==> src/rtl/arm_defs.sv <==
// Shared ARM decode constants: ALU commands, opcodes, condition codes, instruction modes.
// Pure definitions; no timing or flow-control behaviour.
package arm_defs;

  localparam logic [1:0] MODE_DP  = 2'b00;
  localparam logic [1:0] MODE_MEM = 2'b01;
  localparam logic [1:0] MODE_BR  = 2'b10;

  localparam logic [3:0] OP_MOV = 4'b1101;
  localparam logic [3:0] OP_MVN = 4'b1111;
  localparam logic [3:0] OP_ADD = 4'b0100;
  localparam logic [3:0] OP_ADC = 4'b0101;
  localparam logic [3:0] OP_SUB = 4'b0010;
  localparam logic [3:0] OP_SBC = 4'b0110;
  localparam logic [3:0] OP_AND = 4'b0000;
  localparam logic [3:0] OP_ORR = 4'b1100;
  localparam logic [3:0] OP_EOR = 4'b0001;
  localparam logic [3:0] OP_CMP = 4'b1010;
  localparam logic [3:0] OP_TST = 4'b1000;

  localparam logic [3:0] CMD_NOP = 4'b0000;
  localparam logic [3:0] CMD_MOV = 4'b0001;
  localparam logic [3:0] CMD_MVN = 4'b1001;
  localparam logic [3:0] CMD_ADD = 4'b0010;
  localparam logic [3:0] CMD_ADC = 4'b0011;
  localparam logic [3:0] CMD_SUB = 4'b0100;
  localparam logic [3:0] CMD_SBC = 4'b0101;
  localparam logic [3:0] CMD_AND = 4'b0110;
  localparam logic [3:0] CMD_ORR = 4'b0111;
  localparam logic [3:0] CMD_EOR = 4'b1000;

  localparam logic [3:0] COND_EQ = 4'b0000;
  localparam logic [3:0] COND_NE = 4'b0001;
  localparam logic [3:0] COND_CS = 4'b0010;
  localparam logic [3:0] COND_CC = 4'b0011;
  localparam logic [3:0] COND_MI = 4'b0100;
  localparam logic [3:0] COND_PL = 4'b0101;
  localparam logic [3:0] COND_VS = 4'b0110;
  localparam logic [3:0] COND_VC = 4'b0111;
  localparam logic [3:0] COND_HI = 4'b1000;
  localparam logic [3:0] COND_LS = 4'b1001;
  localparam logic [3:0] COND_GE = 4'b1010;
  localparam logic [3:0] COND_LT = 4'b1011;
  localparam logic [3:0] COND_GT = 4'b1100;
  localparam logic [3:0] COND_LE = 4'b1101;
  localparam logic [3:0] COND_AL = 4'b1110;

  typedef struct packed {
    logic       wb_en;
    logic       mem_r_en;
    logic       mem_w_en;
    logic       b;
    logic       s;
    logic [3:0] exe_cmd;
  } ctrl_t;

  function automatic logic cond_pass(input logic [3:0] cond, input logic [3:0] nzcv);
    logic n, z, c, v;
    {n, z, c, v} = nzcv;
    case (cond)
      COND_EQ: cond_pass = z;
      COND_NE: cond_pass = ~z;
      COND_CS: cond_pass = c;
      COND_CC: cond_pass = ~c;
      COND_MI: cond_pass = n;
      COND_PL: cond_pass = ~n;
      COND_VS: cond_pass = v;
      COND_VC: cond_pass = ~v;
      COND_HI: cond_pass = c & ~z;
      COND_LS: cond_pass = ~c | z;
      COND_GE: cond_pass = (n == v);
      COND_LT: cond_pass = (n != v);
      COND_GT: cond_pass = ~z & (n == v);
      COND_LE: cond_pass = z | (n != v);
      COND_AL: cond_pass = 1'b1;
      default: cond_pass = 1'b0;
    endcase
  endfunction

endpackage

==> src/rtl/reg_file.sv <==
// 15 x DW register file, 1 write + 2 combinational read ports with same-cycle write bypass.
// Reads are 0-cycle; index 15 returns pc; writes to index 15 are dropped; no backpressure.
module reg_file #(
  parameter int DW          = 32,
  parameter int RF_INIT_IDX = 0
) (
  input  logic          clk,
  input  logic          rst,
  input  logic          we,
  input  logic [3:0]    waddr,
  input  logic [DW-1:0] wdata,
  input  logic [3:0]    raddr1,
  input  logic [3:0]    raddr2,
  input  logic [DW-1:0] pc,
  output logic [DW-1:0] rdata1,
  output logic [DW-1:0] rdata2
);

  logic [DW-1:0] regs [15];
  logic          wr_ok;

  assign wr_ok = we && (waddr != 4'd15);

  always_ff @(posedge clk or negedge rst) begin
    if (!rst) begin
      for (int i = 0; i < 15; i++) begin
        regs[i] <= (RF_INIT_IDX != 0) ? DW'(i) : '0;
      end
    end else if (wr_ok) begin
      regs[waddr] <= wdata;
    end
  end

  // R15 is the PC and never lives in the array.
  always_comb begin
    rdata1 = '0;
    if (raddr1 == 4'd15)                 rdata1 = pc;
    else if (wr_ok && waddr == raddr1)   rdata1 = wdata;
    else                                 rdata1 = regs[raddr1];
  end

  always_comb begin
    rdata2 = '0;
    if (raddr2 == 4'd15)                 rdata2 = pc;
    else if (wr_ok && waddr == raddr2)   rdata2 = wdata;
    else                                 rdata2 = regs[raddr2];
  end

endmodule

==> src/rtl/id_stage.sv <==
// ARM ID stage: decode, condition check, operand read and bubble insertion feeding ID/EXE.
// Fully combinational except the register file; hazard or failed condition zeroes control.
module id_stage
  import arm_defs::*;
#(
  parameter int DW          = 32,
  parameter int RF_INIT_IDX = 0
) (
  input  logic          clk,
  input  logic          rst,
  input  logic [31:0]   Instruction,
  input  logic [DW-1:0] PC_IN,
  input  logic [3:0]    Status,
  input  logic          hazard,
  input  logic          WB_WB_EN,
  input  logic [3:0]    WB_Dest,
  input  logic [DW-1:0] WB_Value,
  output logic          WB_EN,
  output logic          MEM_R_EN,
  output logic          MEM_W_EN,
  output logic          B,
  output logic          S,
  output logic [3:0]    EXE_CMD,
  output logic [DW-1:0] PC,
  output logic [DW-1:0] Val_Rn,
  output logic [DW-1:0] Val_Rm,
  output logic          imm,
  output logic [11:0]   Shift_operand,
  output logic [23:0]   Signed_imm_24,
  output logic [3:0]    Dest,
  output logic [3:0]    Src1,
  output logic [3:0]    Src2,
  output logic          Two_src
);

  logic [3:0] cond;
  logic [1:0] mode;
  logic [3:0] op;
  logic       s_bit;
  ctrl_t      dec;
  ctrl_t      ctrl;

  assign cond  = Instruction[31:28];
  assign mode  = Instruction[27:26];
  assign op    = Instruction[24:21];
  assign s_bit = Instruction[20];

  always_comb begin
    dec = '0;
    case (mode)
      MODE_DP: begin
        dec.wb_en = 1'b1;
        dec.s     = s_bit;
        case (op)
          OP_MOV:  dec.exe_cmd = CMD_MOV;
          OP_MVN:  dec.exe_cmd = CMD_MVN;
          OP_ADD:  dec.exe_cmd = CMD_ADD;
          OP_ADC:  dec.exe_cmd = CMD_ADC;
          OP_SUB:  dec.exe_cmd = CMD_SUB;
          OP_SBC:  dec.exe_cmd = CMD_SBC;
          OP_AND:  dec.exe_cmd = CMD_AND;
          OP_ORR:  dec.exe_cmd = CMD_ORR;
          OP_EOR:  dec.exe_cmd = CMD_EOR;
          OP_CMP:  begin dec.exe_cmd = CMD_SUB; dec.wb_en = 1'b0; end
          OP_TST:  begin dec.exe_cmd = CMD_AND; dec.wb_en = 1'b0; end
          default: dec = '0;
        endcase
      end
      MODE_MEM: begin
        dec.exe_cmd  = CMD_ADD;
        dec.wb_en    = s_bit;
        dec.mem_r_en = s_bit;
        dec.mem_w_en = ~s_bit;
      end
      MODE_BR: dec.b = 1'b1;
      default: dec = '0;
    endcase
  end

  assign ctrl = (hazard || !cond_pass(cond, Status)) ? '0 : dec;

  assign WB_EN    = ctrl.wb_en;
  assign MEM_R_EN = ctrl.mem_r_en;
  assign MEM_W_EN = ctrl.mem_w_en;
  assign B        = ctrl.b;
  assign S        = ctrl.s;
  assign EXE_CMD  = ctrl.exe_cmd;

  // Operand routing uses the pre-bubble decode so the hazard unit sees stable indices.
  assign imm           = Instruction[25];
  assign Shift_operand = Instruction[11:0];
  assign Signed_imm_24 = Instruction[23:0];
  assign Dest          = Instruction[15:12];
  assign Src1          = Instruction[19:16];
  assign Src2          = dec.mem_w_en ? Instruction[15:12] : Instruction[3:0];
  assign Two_src       = ~Instruction[25] | dec.mem_w_en;
  assign PC            = PC_IN;

  reg_file #(.DW(DW), .RF_INIT_IDX(RF_INIT_IDX)) u_rf (
    .clk    (clk),
    .rst    (rst),
    .we     (WB_WB_EN),
    .waddr  (WB_Dest),
    .wdata  (WB_Value),
    .raddr1 (Src1),
    .raddr2 (Src2),
    .pc     (PC_IN),
    .rdata1 (Val_Rn),
    .rdata2 (Val_Rm)
  );

endmodule
==> config.mk <==
export PLATFORM = sky130hd
export DESIGN_NAME = id_stage
export DESIGN_NICKNAME = d
export VERILOG_FILES = /design/src/rtl/arm_defs.sv /design/src/rtl/reg_file.sv /design/src/rtl/id_stage.sv
export SDC_FILE = /design/constraint.sdc
export NUM_CORES = 1
export LEC_CHECK = 0
export BUFFER_PORTS_ARGS = -buffer_cell sky130_fd_sc_hd__buf_2
export CORE_MARGIN = 3
export CORE_UTILIZATION = 46
export DETAILED_ROUTE_END_ITERATION = 6
export PLACE_DENSITY = 0.68
export SLEW_MARGIN = 20
export SYNTH_ARGS = -nofsm -noshare
export SYNTH_HDL_FRONTEND = slang
export SYNTH_HIERARCHICAL = 1
export SYNTH_SLANG_ARGS = --single-unit
==> constraint.sdc <==
create_clock -name clk -period 4.2 [get_ports clk]
set_input_delay 0.84 -clock clk [delete_from_list [all_inputs] [get_ports clk]]
set_output_delay 0.84 -clock clk [all_outputs]
set_load 0.005 [all_outputs]
# Word-level counts from Yosys, hierarchy flattened
# Index checks and enable logic that the tools add are counted.
# word_totals
register_bits	480
input_bits	108
output_inout_bits	155
elab_cells	102
# op_classes
order_cmp	4
eq_ne	33
n_mux	23
bitwise	14
n_reduce_logical	13
# ops
cell	n
bitwise mux 480 bit	1
two-way mux 32 bit	9
binary-select mux 32 bit (select 4 bit)	2
demux 32 bit (select 4 bit)	1
equality test 4 bit (second input constant)	14
case mux 4 bit (9 select lines)	1
equality test 4 x 3 -> 1 bit (second input constant)	7
greater-or-equal comparator 5 bit (second input constant)	3
inverter 4 -> 5 bit	3
case mux 1 bit (15 select lines)	1
equality test 4 x 2 -> 1 bit (second input constant)	3
OR reduction 11 bit	1
two-way mux 9 bit	1
OR reduction 9 bit	1
equality test 4 x 1 -> 1 bit (second input constant)	2
equality test 4 bit	2
zero test 4 bit	2
case mux 4 bit (2 select lines)	1
inverter 1 bit	6
case mux 3 bit (2 select lines)	1
less-than comparator 5 x 1 -> 1 bit (second input constant)	1
logical AND 1 bit	4
two-way mux 4 bit	1
inequality test 4 bit (second input constant)	1
other kinds (12)	18

# Logic depth before layout (Yosys ltp)
# logic_depth
ltp_word	11
ltp_mapped	13
ltp_nobuf	9

# Cells and area by module
# Netlist, hierarchy kept.
# by_module_without_submodules
mod	instances	cells_each	area_per_inst_um2	seq_area_each_um2
reg_file	1	1866	26611.8	12011.5
id_stage	1	162	1117.3	0.0

# Least setup slack after synthesis
# Ideal clock, no wire load.
# synth_path
path_type	input to output
start	input Instruction[20]
end	output Val_Rm[11]
t_arrival_ns	2.815
required_time_ns	3.360
setup_slack_ns	0.545
cell_stages	11
n_path_buf	3
cell_sequence	nor2_1 and2_1 nand2_1 nand2_1 buf_2 buf_4 buf_2 mux4_2 a22oi_1 o211ai_1 o221a_2
# synth_between
elab_chain_cells	9
word_cells_on_any_way	12
classes_between	2 x eq/ne; 7 x mux; 2 x bitwise; 1 x reduce/logical
# synth_rtl
item	line_no	rtl
start: declaration	id_stage.sv:11	input logic [31:0] Instruction,
inverter 1 bit *	id_stage.sv:73	dec.mem_w_en = ~s_bit;
case mux 3 bit (2 select lines) *	id_stage.sv:50	case (mode)
two-way mux 4 bit *	id_stage.sv:95	assign Src2 = dec.mem_w_en ? Instruction[15:12] : Instruction[3:0];
named net Src2[0]	id_stage.sv:32	output logic [3:0] Src2,
inverter 4 -> 5 bit (implied by the code)	reg_file.sv:46	else rdata2 = regs[raddr2];
binary-select mux 32 bit (select 4 bit)	reg_file.sv:46	
two-way mux 32 bit (implied by the code) (2 in a row)	reg_file.sv:46	
two-way mux 32 bit	reg_file.sv:45	else if (wr_ok && waddr == raddr2) rdata2 = wdata;
two-way mux 32 bit *	reg_file.sv:44	if (raddr2 == 4'd15) rdata2 = pc;
end: declaration	id_stage.sv:26	output logic [DW-1:0] Val_Rm,
# Mark *: on every way through the listed nets, which the timed path passes. The rest lies on a longest branch. The select of a mux whose other input is x is not followed.

# Worst setup path in the final report
# layout_path
start	input Instruction[27]
end	output Val_Rm[21]
# layout_between
elab_chain_cells	9
word_cells_on_any_way	13
classes_between	3 x eq/ne; 7 x mux; 1 x bitwise; 2 x reduce/logical
# layout_rtl
item	line_no
equality test 2 x 1 -> 1 bit / zero test 2 bit (equally long branches)	id_stage.sv:50
case mux 3 bit (2 select lines) *	id_stage.sv:50
two-way mux 4 bit *	id_stage.sv:95
inverter 4 -> 5 bit (implied by the code)	reg_file.sv:46
binary-select mux 32 bit (select 4 bit)	reg_file.sv:46
two-way mux 32 bit (implied by the code) (2 in a row)	reg_file.sv:46
two-way mux 32 bit	reg_file.sv:45
two-way mux 32 bit *	reg_file.sv:44
# Mark *: on every way between the ends. The rest lies on a longest branch, timed or not. The select of a mux whose other input is x is not followed.

==> impl_results.md <==
- Via density: 6.56
- Hold crit path type: input pin to async pin
- Die area: ~0.063 mm^2
- Portion of the post-synthesis area used by sequential elements: 43.3%
- Area of the mapped netlist: 0.0277 mm^2
- Category of cells accounting for the largest share of critical-path delay: multiplexers
- Run status: completed
- Final min period: between 4 and 5 ns
- Mean area per synthesized cell: 13.7 um^2
- Routability Congestion: about 0.80
- Top flip-flop cell by instance count after synthesis: sky130_fd_sc_hd__dfrtp_1
- Nets: 2217
- TritonCTS Buffers: 51
- Library cell appearing most often on the critical path: sky130_fd_sc_hd__buf_2
- Core area: 0.0594 mm^2
- Synth area leaders: sky130_fd_sc_hd__dfrtp_1 43%, sky130_fd_sc_hd__mux2_2 19%, sky130_fd_sc_hd__mux4_2 16%, sky130_fd_sc_hd__mux2i_1 4.7%, sky130_fd_sc_hd__o211ai_1 2.6%
- Drt wl/cell: about 29 um
- Sink Count: 480
- Number of inserted filler cells in the final layout: 4860
- Die W: 252 um
- Top Registers: u_rf/regs (480)
- List of cells traversed by the critical path: buf_2 > nor2_1 > and2_1 > nand2_1 > nand2_4 > buf_12 > mux4_2 > mux2i_1 > o211ai_1 > o221a_1 > buf_2
- Unique cell type count in the Yosys netlist: 56
- Proportion of netlist area held by the largest area contributor: between 40% and 50%
- Synth warn: 6
- Endpoint required time on the critical path: between 3 and 4 ns
- H-tree Lvls: 2
- Most frequent cell after synthesis: sky130_fd_sc_hd__dfrtp_1
- Highest attainable clock frequency: 247 MHz
- Data arrival at the endpoint of the critical path: 3.21 ns
- Std cell rows: 89
- Post CTS Setup Buffer Count: 0
- Count of flip-flops with a built-in enable after synthesis: 0
- VDD IR-drop max: 0.000345 V
- Post-layout instance count excluding filler cells: 2925
- Maximum number of pins on one net before global-route repair: ~110
- Worst-path cell with the longest stage delay: sky130_fd_sc_hd__mux4_2
- Critical Path End Type: output port
- Clock tree from TritonCTS: built
- Delay of the slowest cell on the worst path: 0.54 ns
- Root Buffer Master: sky130_fd_sc_hd__clkbuf_16
- Final global-route overflow total: 0
- Placed insts: 2829
- First drt pass iteration count: 5
- Post-detailed-route count of antenna-violating nets: 0
- First-iteration detailed-routing DRC count: 1639
- Max reg flops: 480
- Crit-path max FO: 40
- Worst slew slack as a fraction of its limit: just over 20%
- Share of the clock period used by the worst path after layout: about 96%
- Combined flip-flop and latch cell area: 0.0120 mm^2
- Vias after detailed routing: 19200
- Power per cell area: 481 mW/mm^2
- Detail Placement HPWL: about 51000 um
- Max-cap violation count: 0
- Overall track demand over capacity in global routing: 26.5%
- Post-Syn Nets: 2136
- Number of global-route vias before repair: around 20000
- Post-layout util: 52.6%
- Crit Path Category: input pin to output port
- Count of buffering cells on the critical path with inverters included: 3
- Clock transition at path regs: approximately 0.06 ns
- Biggest register: u_rf/regs
- Kind of start point of the critical path: input pin
- Leading cell types by count after synthesis: 480 x sky130_fd_sc_hd__dfrtp_1, 473 x sky130_fd_sc_hd__mux2_2, 191 x sky130_fd_sc_hd__mux4_2
- Count of final hold-check violations: 0
- RSZ-0062 raised after global routing: true
- Overall power: 0.0150 W
- Share of flip-flops with an asynchronous set or reset after synthesis: 100%
- Total count of max-transition violations in the final report: 0
- Post-route DRC: 0
- CTS Buffer Depth: 3
- Clk Latency, worst-skew pair: just over 0.6 ns
- Vertical die dimension: 252 um
- Cell type with the largest total area after synthesis: sky130_fd_sc_hd__dfrtp_1
- Transition time at the pin with the least slew margin: 1.19 ns
- Layout cells sized above 1: 53.8%
- Initial antenna violation count: 4
- Hold buffers post-CTS: 0
- Worst clock skew: 0 ns
- Leak Pwr: 13.1 nW
- Total wire length: roughly 84000 um
- Flops & latches, synth: 480
- I/O pin total: 263
- Setup violations, final: 0
- Area occupied by multi-input gates: ~0.014 mm^2
- Global-route wire length before repair: 127000 um
- Initial core utilization: 46.7%
- Signed area change from the synthesized netlist to the final layout: 12.6%
- Number of instances in the synthesized netlist: just over 2000
- Buffers added on ports: around 240
[per-stage QoR]
step / TNS [ns] / cell area (um^2) / setup slack, ns / hold WS [ns]
4_1_cts: 0 / 31200 / 0.175 / 0.321
5_1_grt: -0.00474 / 31200 / -0.00474 / 0.325
6_report: 0 / 31200 / 0.152 / 0.279
3_3_place_gp: 0 / 29500 / 0.155 / 0.480
2_1_floorplan: 0 / 27700 / 0.545 / 0.459
3_5_place_dp: 0 / 29500 / 0.168 / 0.487
[power by group]
group          internal [W]  leakage (nW)  switching (W)
combinational       0.00228          6.36        0.00157
sequential          0.00571          5.89       0.000808
clock               0.00271         0.857        0.00193
[area by class of cell]
class	count	area share [%]
Clock buffer	72	4.73
Timing Repair Buffer	316	7.15
Multi-Input combinational cell	1257	45.7
Sequential cell	480	38.5
Antenna cell	3	0.0240
Inverter	3	0.0361
Tap cell	773	3.10
Clock inverter	21	0.806
[placed cells by master (no fill, tap or decap), drive strengths merged, types with 7 or more instances in the layout]
master   count
a31oi       36
buf        315
o22ai       32
nor2        19
xnor2        7
dfrtp      480
clkbuf      73
mux4       191
or2         32
clkinv      15
mux2i      131
o21ai       11
nand2       68
a22oi       31
nand2b       8
o2bb2ai     31
o221a       31
o211ai      97
mux2       474
[path summary, 6_finish.rpt]
kind / from / to / slack [ns] / depth (start not counted)
worst max-delay path: Instruction[27] / Val_Rm[21] / 0.15 / 11
worst min-delay path: rst / u_rf/regs[361] / 0.28 / 1
worst max register to register: u_rf/regs[356] / u_rf/regs[356] / 3.38 / 1
worst min register to register: u_rf/regs[351] / u_rf/regs[351] / 0.51 / 2
max in group asynchronous: rst / u_rf/regs[217] / 2.90 / 2
min in group clk: u_rf/regs[351] / u_rf/regs[351] / 0.51 / 2
[layer usage]
layer / GRT usage [%] / up-vias / part of all wire, %
met3: 6.14 / 202 / 8.4
met4: 10.5 / 4 / 4.0
met1: 35.1 / 10200 / 40
li1: - / 7924 / -
met5: 0 / - / 0.028
met2: 42.5 / 884 / 48
[kinds of logic (layout without fill, tap and decap cells)]
family | Yosys count | after routing | synth area share [%]
other | 0 | 3 | 0
muxes | 796 | 796 | 39.5
xor gates and xnor gates | 10 | 10 | 0.316
AOI/OAI and AO/OA | 281 | 281 | 7.86
DFF | 480 | 480 | 43.3
and+or+nand+nor | 170 | 170 | 3.29
buffers and inverters | 291 | 412 | 5.72
[timing repair]
action | in CTS | in global routing
endpoints found under the hold margin | 0 | 0
endpoints found under the setup margin | 0 | 1
gates resized for setup | 0 | 2
(Power assumes the default switching activity.)
